--- src/rtl/fc_tx_scheduler.sv ---
// FC transmit word scheduler: merges user frames, R_RDY primitives and primitive
// fill onto one 36-bit word path, enforcing inter-frame gap and BB credit.
module fc_tx_scheduler #(
  parameter int          MIN_GAP   = 6,
  parameter logic [31:0] RRDY_WORD = 32'hBC954A4A,
  parameter int          CREDIT_W  = 8
) (
  input  logic                tx_clk,
  input  logic                reset,
  input  logic                link_active,
  input  logic [CREDIT_W-1:0] bb_credit_init,
  input  logic                rrdy_rx,
  input  logic                rrdy_tx_req,
  input  logic [31:0]         prim_data,
  input  logic [3:0]          prim_datak,
  input  logic [31:0]         usertx_data,
  input  logic                usertx_valid,
  output logic                usertx_ready,
  input  logic                usertx_startofpacket,
  input  logic                usertx_endofpacket,
  output logic [35:0]         avtx_data,
  output logic [CREDIT_W-1:0] credit_count,
  output logic [3:0]          rrdy_pending,
  output logic [31:0]         frames_sent,
  output logic [15:0]         frames_aborted,
  output logic [15:0]         underruns
);

  localparam int              GAP_W   = (MIN_GAP < 1) ? 1 : $clog2(MIN_GAP + 1);
  localparam logic [GAP_W-1:0] GAP_MAX = GAP_W'(MIN_GAP);
  localparam logic [3:0]      K_CTRL  = 4'b1000;

  typedef enum logic [1:0] {
    ST_GAP,
    ST_READY,
    ST_FRAME,
    ST_FLUSH
  } state_t;

  state_t           state;
  logic [GAP_W-1:0] gap_cnt;
  logic [GAP_W-1:0] gap_next;
  logic             link_q;

  logic             rrdy_avail;
  logic             can_start;
  logic             discard_ok;
  logic             emit_rrdy;
  logic             start_frame;
  logic             accept;
  logic [35:0]      prim_word;
  logic [35:0]      rrdy_word;
  logic [35:0]      frame_word;

  assign prim_word  = {prim_datak, prim_data};
  assign rrdy_word  = {K_CTRL, RRDY_WORD};
  assign frame_word = {(usertx_startofpacket || usertx_endofpacket) ? K_CTRL : 4'b0000,
                       usertx_data};

  assign rrdy_avail = link_active && (rrdy_pending != 4'd0);
  assign can_start  = link_active && usertx_valid && usertx_startofpacket &&
                      (credit_count != '0) && (rrdy_pending == 4'd0);
  // Outside a frame, stray non-SOF words are dropped; a blocked SOF is held.
  assign discard_ok = usertx_valid && (!link_active || !usertx_startofpacket);
  assign gap_next   = (gap_cnt == GAP_MAX) ? gap_cnt : gap_cnt + 1'b1;
  assign accept     = usertx_valid && usertx_ready;

  always_comb begin
    usertx_ready = 1'b0;
    emit_rrdy    = 1'b0;
    start_frame  = 1'b0;
    case (state)
      ST_GAP: begin
        emit_rrdy    = rrdy_avail;
        usertx_ready = discard_ok;
      end
      ST_READY: begin
        if (rrdy_avail) begin
          emit_rrdy    = 1'b1;
          usertx_ready = discard_ok;
        end else if (can_start) begin
          start_frame  = 1'b1;
          usertx_ready = 1'b1;
        end else begin
          usertx_ready = discard_ok;
        end
      end
      ST_FRAME: usertx_ready = link_active;
      ST_FLUSH: usertx_ready = 1'b1;
      default:  usertx_ready = 1'b0;
    endcase
    if (reset) begin
      usertx_ready = 1'b0;
      emit_rrdy    = 1'b0;
      start_frame  = 1'b0;
    end
  end

  always_ff @(posedge tx_clk) begin
    if (reset) begin
      state          <= ST_GAP;
      gap_cnt        <= '0;
      link_q         <= 1'b0;
      avtx_data      <= prim_word;
      credit_count   <= '0;
      rrdy_pending   <= 4'd0;
      frames_sent    <= 32'd0;
      frames_aborted <= 16'd0;
      underruns      <= 16'd0;
    end else begin
      link_q <= link_active;

      // Credit is reloaded from login on the link-up edge and forced to 0 while down.
      if (!link_active) begin
        credit_count <= '0;
      end else if (!link_q) begin
        credit_count <= bb_credit_init;
      end else if (rrdy_rx && !start_frame) begin
        if (credit_count != '1) credit_count <= credit_count + 1'b1;
      end else if (start_frame && !rrdy_rx) begin
        if (credit_count != '0) credit_count <= credit_count - 1'b1;
      end

      if (!link_active) begin
        rrdy_pending <= 4'd0;
      end else if (rrdy_tx_req && !emit_rrdy) begin
        if (rrdy_pending != 4'd15) rrdy_pending <= rrdy_pending + 4'd1;
      end else if (emit_rrdy && !rrdy_tx_req) begin
        rrdy_pending <= rrdy_pending - 4'd1;
      end

      case (state)
        ST_GAP: begin
          avtx_data <= emit_rrdy ? rrdy_word : prim_word;
          gap_cnt   <= gap_next;
          if (gap_next == GAP_MAX) state <= ST_READY;
        end
        ST_READY: begin
          if (emit_rrdy) begin
            avtx_data <= rrdy_word;
          end else if (start_frame) begin
            avtx_data <= frame_word;
            if (usertx_endofpacket) begin
              frames_sent <= frames_sent + 32'd1;
              gap_cnt     <= '0;
              state       <= ST_GAP;
            end else begin
              state <= ST_FRAME;
            end
          end else begin
            avtx_data <= prim_word;
          end
        end
        ST_FRAME: begin
          if (!link_active) begin
            avtx_data <= prim_word;
            state     <= ST_FLUSH;
          end else if (usertx_valid) begin
            avtx_data <= frame_word;
            if (usertx_endofpacket) begin
              frames_sent <= frames_sent + 32'd1;
              gap_cnt     <= '0;
              state       <= ST_GAP;
            end
          end else begin
            avtx_data <= prim_word;
            if (underruns != 16'hFFFF) underruns <= underruns + 16'd1;
          end
        end
        ST_FLUSH: begin
          avtx_data <= prim_word;
          if (accept && usertx_endofpacket) begin
            frames_aborted <= frames_aborted + 16'd1;
            gap_cnt        <= '0;
            state          <= ST_GAP;
          end
        end
        default: begin
          avtx_data <= prim_word;
          gap_cnt   <= '0;
          state     <= ST_GAP;
        end
      endcase
    end
  end

endmodule

--- config.mk ---
export PLATFORM = sky130hd
export DESIGN_NAME = fc_tx_scheduler
export DESIGN_NICKNAME = d
export VERILOG_FILES = /design/src/rtl/fc_tx_scheduler.sv
export SDC_FILE = /design/constraint.sdc
export NUM_CORES = 1
export LEC_CHECK = 0
export CORE_MARGIN = 10
export CORE_UTILIZATION = 49
export CTS_CLUSTER_DIAMETER = 120
export DETAILED_ROUTE_END_ITERATION = 8
export GPL_TIMING_DRIVEN = 1
export PLACE_DENSITY_LB_ADDON = 0.12
export REMOVE_ABC_BUFFERS = 1
export SETUP_SLACK_MARGIN = 0.3
export SLEW_MARGIN = 20
export SYNTH_ARGS = -nofsm -noshare
export SYNTH_HDL_FRONTEND = slang
export SYNTH_SLANG_ARGS = --single-unit
--- constraint.sdc ---
create_clock -name tx_clk -period 5.1 [get_ports tx_clk]
set_input_delay 1.02 -clock tx_clk [delete_from_list [all_inputs] [get_ports tx_clk]]
set_output_delay 1.02 -clock tx_clk [all_outputs]
set_load 0.05 [all_outputs]
Word level (Yosys, flattened, before mapping) --
Cells that the tools add are included.
Storage, ports and cells: output and inout bits 113, memories kept 0, memory bits (read-only) 0, latch bits 0, bits in writable memories 0, word-level logic and storage cells 123, flip-flop bits (word level) 118, bits of input ports 84
Operators by class: $add $sub $neg 8, magnitude comparators 0, bitwise operators 2, shift-type cells 0, div/mod/pow operators 0, multiply operators 0, mux-type cells 50, equality and inequality tests 20, reduce and logical (&&, ||, !) cells 34
Operators by type and width (number):
- 36-bit 2-to-1 mux | 6
- 32-bit 2-to-1 mux | 5
- 36-bit case mux with 4 select lines | 1
- 32-bit case mux with 2 select lines | 1
- 8-bit 2-to-1 mux | 5
- 16-bit by 1-bit adder with 16-bit output, second input constant | 2
- 32-bit by 1-bit adder with 32-bit output, second input constant | 1
- 3-bit 2-to-1 mux | 7
- 2-bit 2-to-1 mux | 8
- 4-bit 2-to-1 mux | 4
- 16-bit != test, second input constant | 1
- 1-bit logical AND | 12
- 2-bit != test, second input constant | 6
- 3-bit case mux with 4 select lines | 1
- 5-bit AND reduction | 2
- 1-bit 2-to-1 mux | 9
- 8-bit by 1-bit adder with 8-bit output, second input constant | 1
- 8-bit != test, second input constant | 1
- 2-bit case mux with 4 select lines | 1
- 8-bit nonzero test | 1
- 8-bit by 1-bit subtractor with 8-bit output, second input constant | 1
- 3-bit == test, second input constant | 2
- 1-bit zero test | 6
- 3-bit by 1-bit != test with 1-bit output, second input constant | 2
- 22 further kinds | 28

Logic depth before layout (Yosys ltp) --
depth after elaboration 12, depth in mapped cells 12, depth with buffers taken out 12

Worst setup path after synthesis --
OpenSTA, ideal clock, no wires.
path kind input -> register, start point input port link_active, end point register credit_count[7], data arrival time 3.339 ns, path buffers 1, required time 5.026 ns, stages on the path 11, setup time 0.074 ns, slack 1.686 ns, cell sequence buf_6 > nand4_1 > a2111o_1 > nand2_1 > ha_1 > a21oi_1 > o2111ai_1 > o31ai_1 > xnor2_1 > or3_1 > a31oi_1
Between the ends: word-level cells in the longest chain between the ends 12, elaborated cells on any way between the ends 20, classes of those cells eq/ne (3); mux (6); bitwise (1); reduce/logical (10)
RTL lines:
- start: declaration | RTL line 10 | input logic link_active,
- 1-bit logical AND (3 in series) | RTL line 61 | assign can_start = link_active && usertx_valid && usertx_startofpacket &&
- 1-bit logical AND | RTL line 62 | (credit_count != '0) && (rrdy_pending == 4'd0);
- 1-bit 2-to-1 mux | RTL line 81 | end else if (can_start) begin
- 1-bit 2-to-1 mux | RTL line 78 | if (rrdy_avail) begin
- 1-bit 2-to-1 mux | RTL line 72 | case (state)
- 1-bit 2-to-1 mux | RTL line 92 | if (reset) begin
- 1-bit zero test | RTL line 118 | end else if (rrdy_rx && !start_frame) begin
- 1-bit logical AND | RTL line 118
- 3-bit by 2-bit != test with 1-bit output (no source line) (tied with other cells)
- 3-bit AND reduction (no source line) / 8-bit 2-to-1 mux (equally long branches)
- end signal: assignment | RTL line 117 | credit_count <= bb_credit_init;
- end signal: assignment | RTL line 119 | if (credit_count != '1) credit_count <= credit_count + 1'b1;
- end signal: assignment | RTL line 121 | if (credit_count != '0) credit_count <= credit_count - 1'b1;
- end: declaration | RTL line 22 | output logic [CREDIT_W-1:0] credit_count,
Parallel ways exist; a longest one is shown, timed or not. A chain may end at the register's enable or synchronous reset.

Final worst setup path --
start point input port link_active, end point output port usertx_ready
Between the ends: word-level cells in the longest chain between the ends 8, elaborated cells on any way between the ends 12, classes of those cells mux (4); reduce/logical (8)
RTL lines:
- 1-bit logical AND (3 in series) | RTL line 61
- 1-bit logical AND | RTL line 62
- 1-bit 2-to-1 mux | RTL line 81
- 1-bit 2-to-1 mux | RTL line 78
- 1-bit case mux with 4 select lines (*) | RTL line 72
- 1-bit 2-to-1 mux (*) | RTL line 92
- end: declaration | RTL line 18 | output logic usertx_ready,
Mark *: on every way between the ends. The rest lies on a longest branch, timed or not.

==> reports/summary.txt <==
WL per Instance = 17.5 µm
fraction of layout cells with a size suffix above 1 = 0.0502
largest net degree at the start of global routing = 65
setup violators final = 0
count of cell types in the netlist = 60
dpl cells = 970
port buffer count = 196
Post-CTS Resized = 0
crit path time final = 4.17 ns
Remaining Overflow, GRT = 0
Worst-Margin Slew = 1.07 ns
Setup crit end kind = output pin
Synth Flop Type = dfxtp_1
Leakage Power = 3.06 nW
Core ar. = 0.0114 mm²
die height = 128 µm
Hold Buf Count CTS = 0
Slew HR = 0.279
post-CTS setup buffer count = 0
worst vdd ir = 0.311 mV
drt pass-1 iters = 4
initial antenna violation count = 0
worst-path fanout max = 10
Final Slew Violations = 0
CTS max path bufs = 2
H-tree depth = 4
Die Wd = 128 µm
share of the synthesized area in the top cell type = 0.417
Buf/Inv on CP = 2
CTS clk-pin slew, worst paths = 0.05 ns
Post-Syn Area = 0.00567 mm²
die area = 0.0163 mm²
Num Clock Sinks = 118
synth warn = 0
Worst path most repeated cell = clkdlybuf4s50_1
DRT antenna net count = 0
slowest CP cell = clkdlybuf4s50_1
commonest non-fill, non-tap cell in the layout = clkdlybuf4s50_1
Final TNS setup = 0 ns
power density over the cells = 375 mW/mm²
cell row count = 39
CP Class = input pin to output pin
Syn Inst Count = 654
# nets final = 950
ys async rst share = 0
fin util = 0.726
DRT iter0 DRCs = 309
Design Area, Final = 0.00825 mm²
RSZ-0062 raised after global routing = false
sequential share of the synthesized area = 0.417
overall global routing resource usage = 0.206
dpl cell area = 0.00770 mm²
overall power = 3.10 mW
clock network latency to the later pin of the worst-skew pair = 0.41 ns
number of CTS-inserted buffers = 17
fmax = 0.240 GHz
Syn Area/Cell = 8.66 µm²
vias in the first global route = 5,299
Data required, critical path = 4.08 ns
max_cap viols = 0
crit-path cells = clkdlybuf4s50_1 > nand4_1 > a211o_2 > a31oi_1 > clkdlybuf4s50_1
cell family contributing the most delay on the critical path = buffers and inverters
first-pass GRT wire length = 27,400 µm
Initial Util = 0.498
hold crit path type = flop to flop
Yosys top cell by area = dfxtp_1
ANT cells = 0
via count = 5,521
Cell Count, Final, Fillers Out = 999
IO Pins = 197
Vias/cell = 5.53
Post-Route WL = 17,500 µm
Residual DRC = 0
DP HPWL = 13,000 µm
Syn-to-layout area delta = 45.6%
Fin. Hold Viols = 0
outcome = complete, no violations
CTS root buffer = clkbuf_16
CP arrival = 3.15 ns
Final GP Congestion = 0.843
Post-synth EDFFs = 0
clk_skew = 0.00796 ns
CP max stage delay = 0.85 ns
most frequent cells in the layout = clkdlybuf4s50_1 (195), dfxtp_1 (118), nor2_1 (92), nand2_1 (48), a21oi_1 (39)
CP startpoint kind = input pin
register bit total from synthesis = 118
top cells by area, synth = dfxtp_1 (42%), nor2_1 (6.1%), xnor2_1 (5.9%)
CTS tree = done
period utilization = 0.818
-- state kept, by name (all words and copies together) (netlist names) --
register	flops
state	2
rrdy_pending	4
link_q	1
gap_cnt	3
credit_count	8
underruns	16
avtx_data	36
frames_sent	32
frames_aborted	16
-- metrics by stage --
step / setup slack, ns / hold slack (ns)
CTS: 0.931 / 0.506
floorplan: 1.70 / 0.477
global placement: 0.924 / 0.482
detailed placement: 0.706 / 0.497
finish: 0.929 / 0.505
global route: 0.789 / 0.524
-- power breakdown --
part	internal, mW	switching [mW]	total [mW]
clock	0.723	0.399	1.12
sequential	1.01	0.0416	1.06
combinational	0.348	0.572	0.920
-- Yosys cell counts (4+ instances only) --
cell and count:
a211oi_1 7, a21oi_1 39, a22o_1 17, and2_1 4, and3_1 10, and4_1 4
clkbuf_1 20, dfxtp_1 118, ha_1 18, inv_1 25, mux2i_1 13, nand2_1 48
nand3_1 22, nand4_1 20, nor2_1 92, nor2b_1 4, nor3_1 22, nor4_1 9
o21a_1 7, o21ai_0 22, o2bb2ai_1 9, or3_1 8, xnor2_1 38, xor2_1 23
-- per-layer routing --
layer / track usage / part of all wire / up-vias
li1: - / - / 2680
met1: 0.233 / 0.42 / 2634
met2: 0.354 / 0.50 / 187
met3: 0.0674 / 0.065 / 20
met4: 0.0730 / 0.015 / 0
met5: 0 / 0 / -
-- layout make-up --
| class | count | area (µm²) |
|---|---|---|
| fill | 860 | 3120 |
| clock buffer | 25 | 505 |
| sequential | 118 | 2360 |
| inverter | 25 | 93.8 |
| multi-input combinational | 484 | 3080 |
| tap | 143 | 179 |
| clock inverter | 4 | 45.0 |
| timing repair buffer | 200 | 1990 |
-- path summary, 6_finish.rpt --
path	startpoint	end	slack [ns]	depth (start not counted)
setup / recovery	link_active	usertx_ready	0.93	5
hold / removal	frames_sent[10]	frames_sent[10]	0.51	2
hold reg to reg	frames_sent[10]	frames_sent[10]	0.51	2
setup reg to reg	state[1]	credit_count[7]	1.53	12
-- cell families (layout without fill, tap and decap cells) --
group | count (synthesis) | count (layout) | synth area share
flip-flops | 118 | 118 | 0.417
XOR/XNOR | 61 | 61 | 0.0943
adder cells (fa/ha/maj) | 20 | 20 | 0.0468
AO/OA/AOI/OAI | 130 | 130 | 0.156
buffers and inverters | 52 | 254 | 0.0397
AND/OR/NAND/NOR | 260 | 260 | 0.223
multiplexers | 13 | 13 | 0.0230
-- worst reg2reg max path: cells and delay by family, from the launching register on --
| family | cells | cell delay (ns) |
|---|---|---|
| compound gates | 5 | 1.40 |
| xor+xnor | 1 | 0.11 |
| simple gates | 3 | 0.86 |
| buf+inv | 1 | 0.09 |
| fa+ha+maj | 2 | 0.70 |
| flops | 1 | 0.35 |
(Power assumes the default switching activity.)
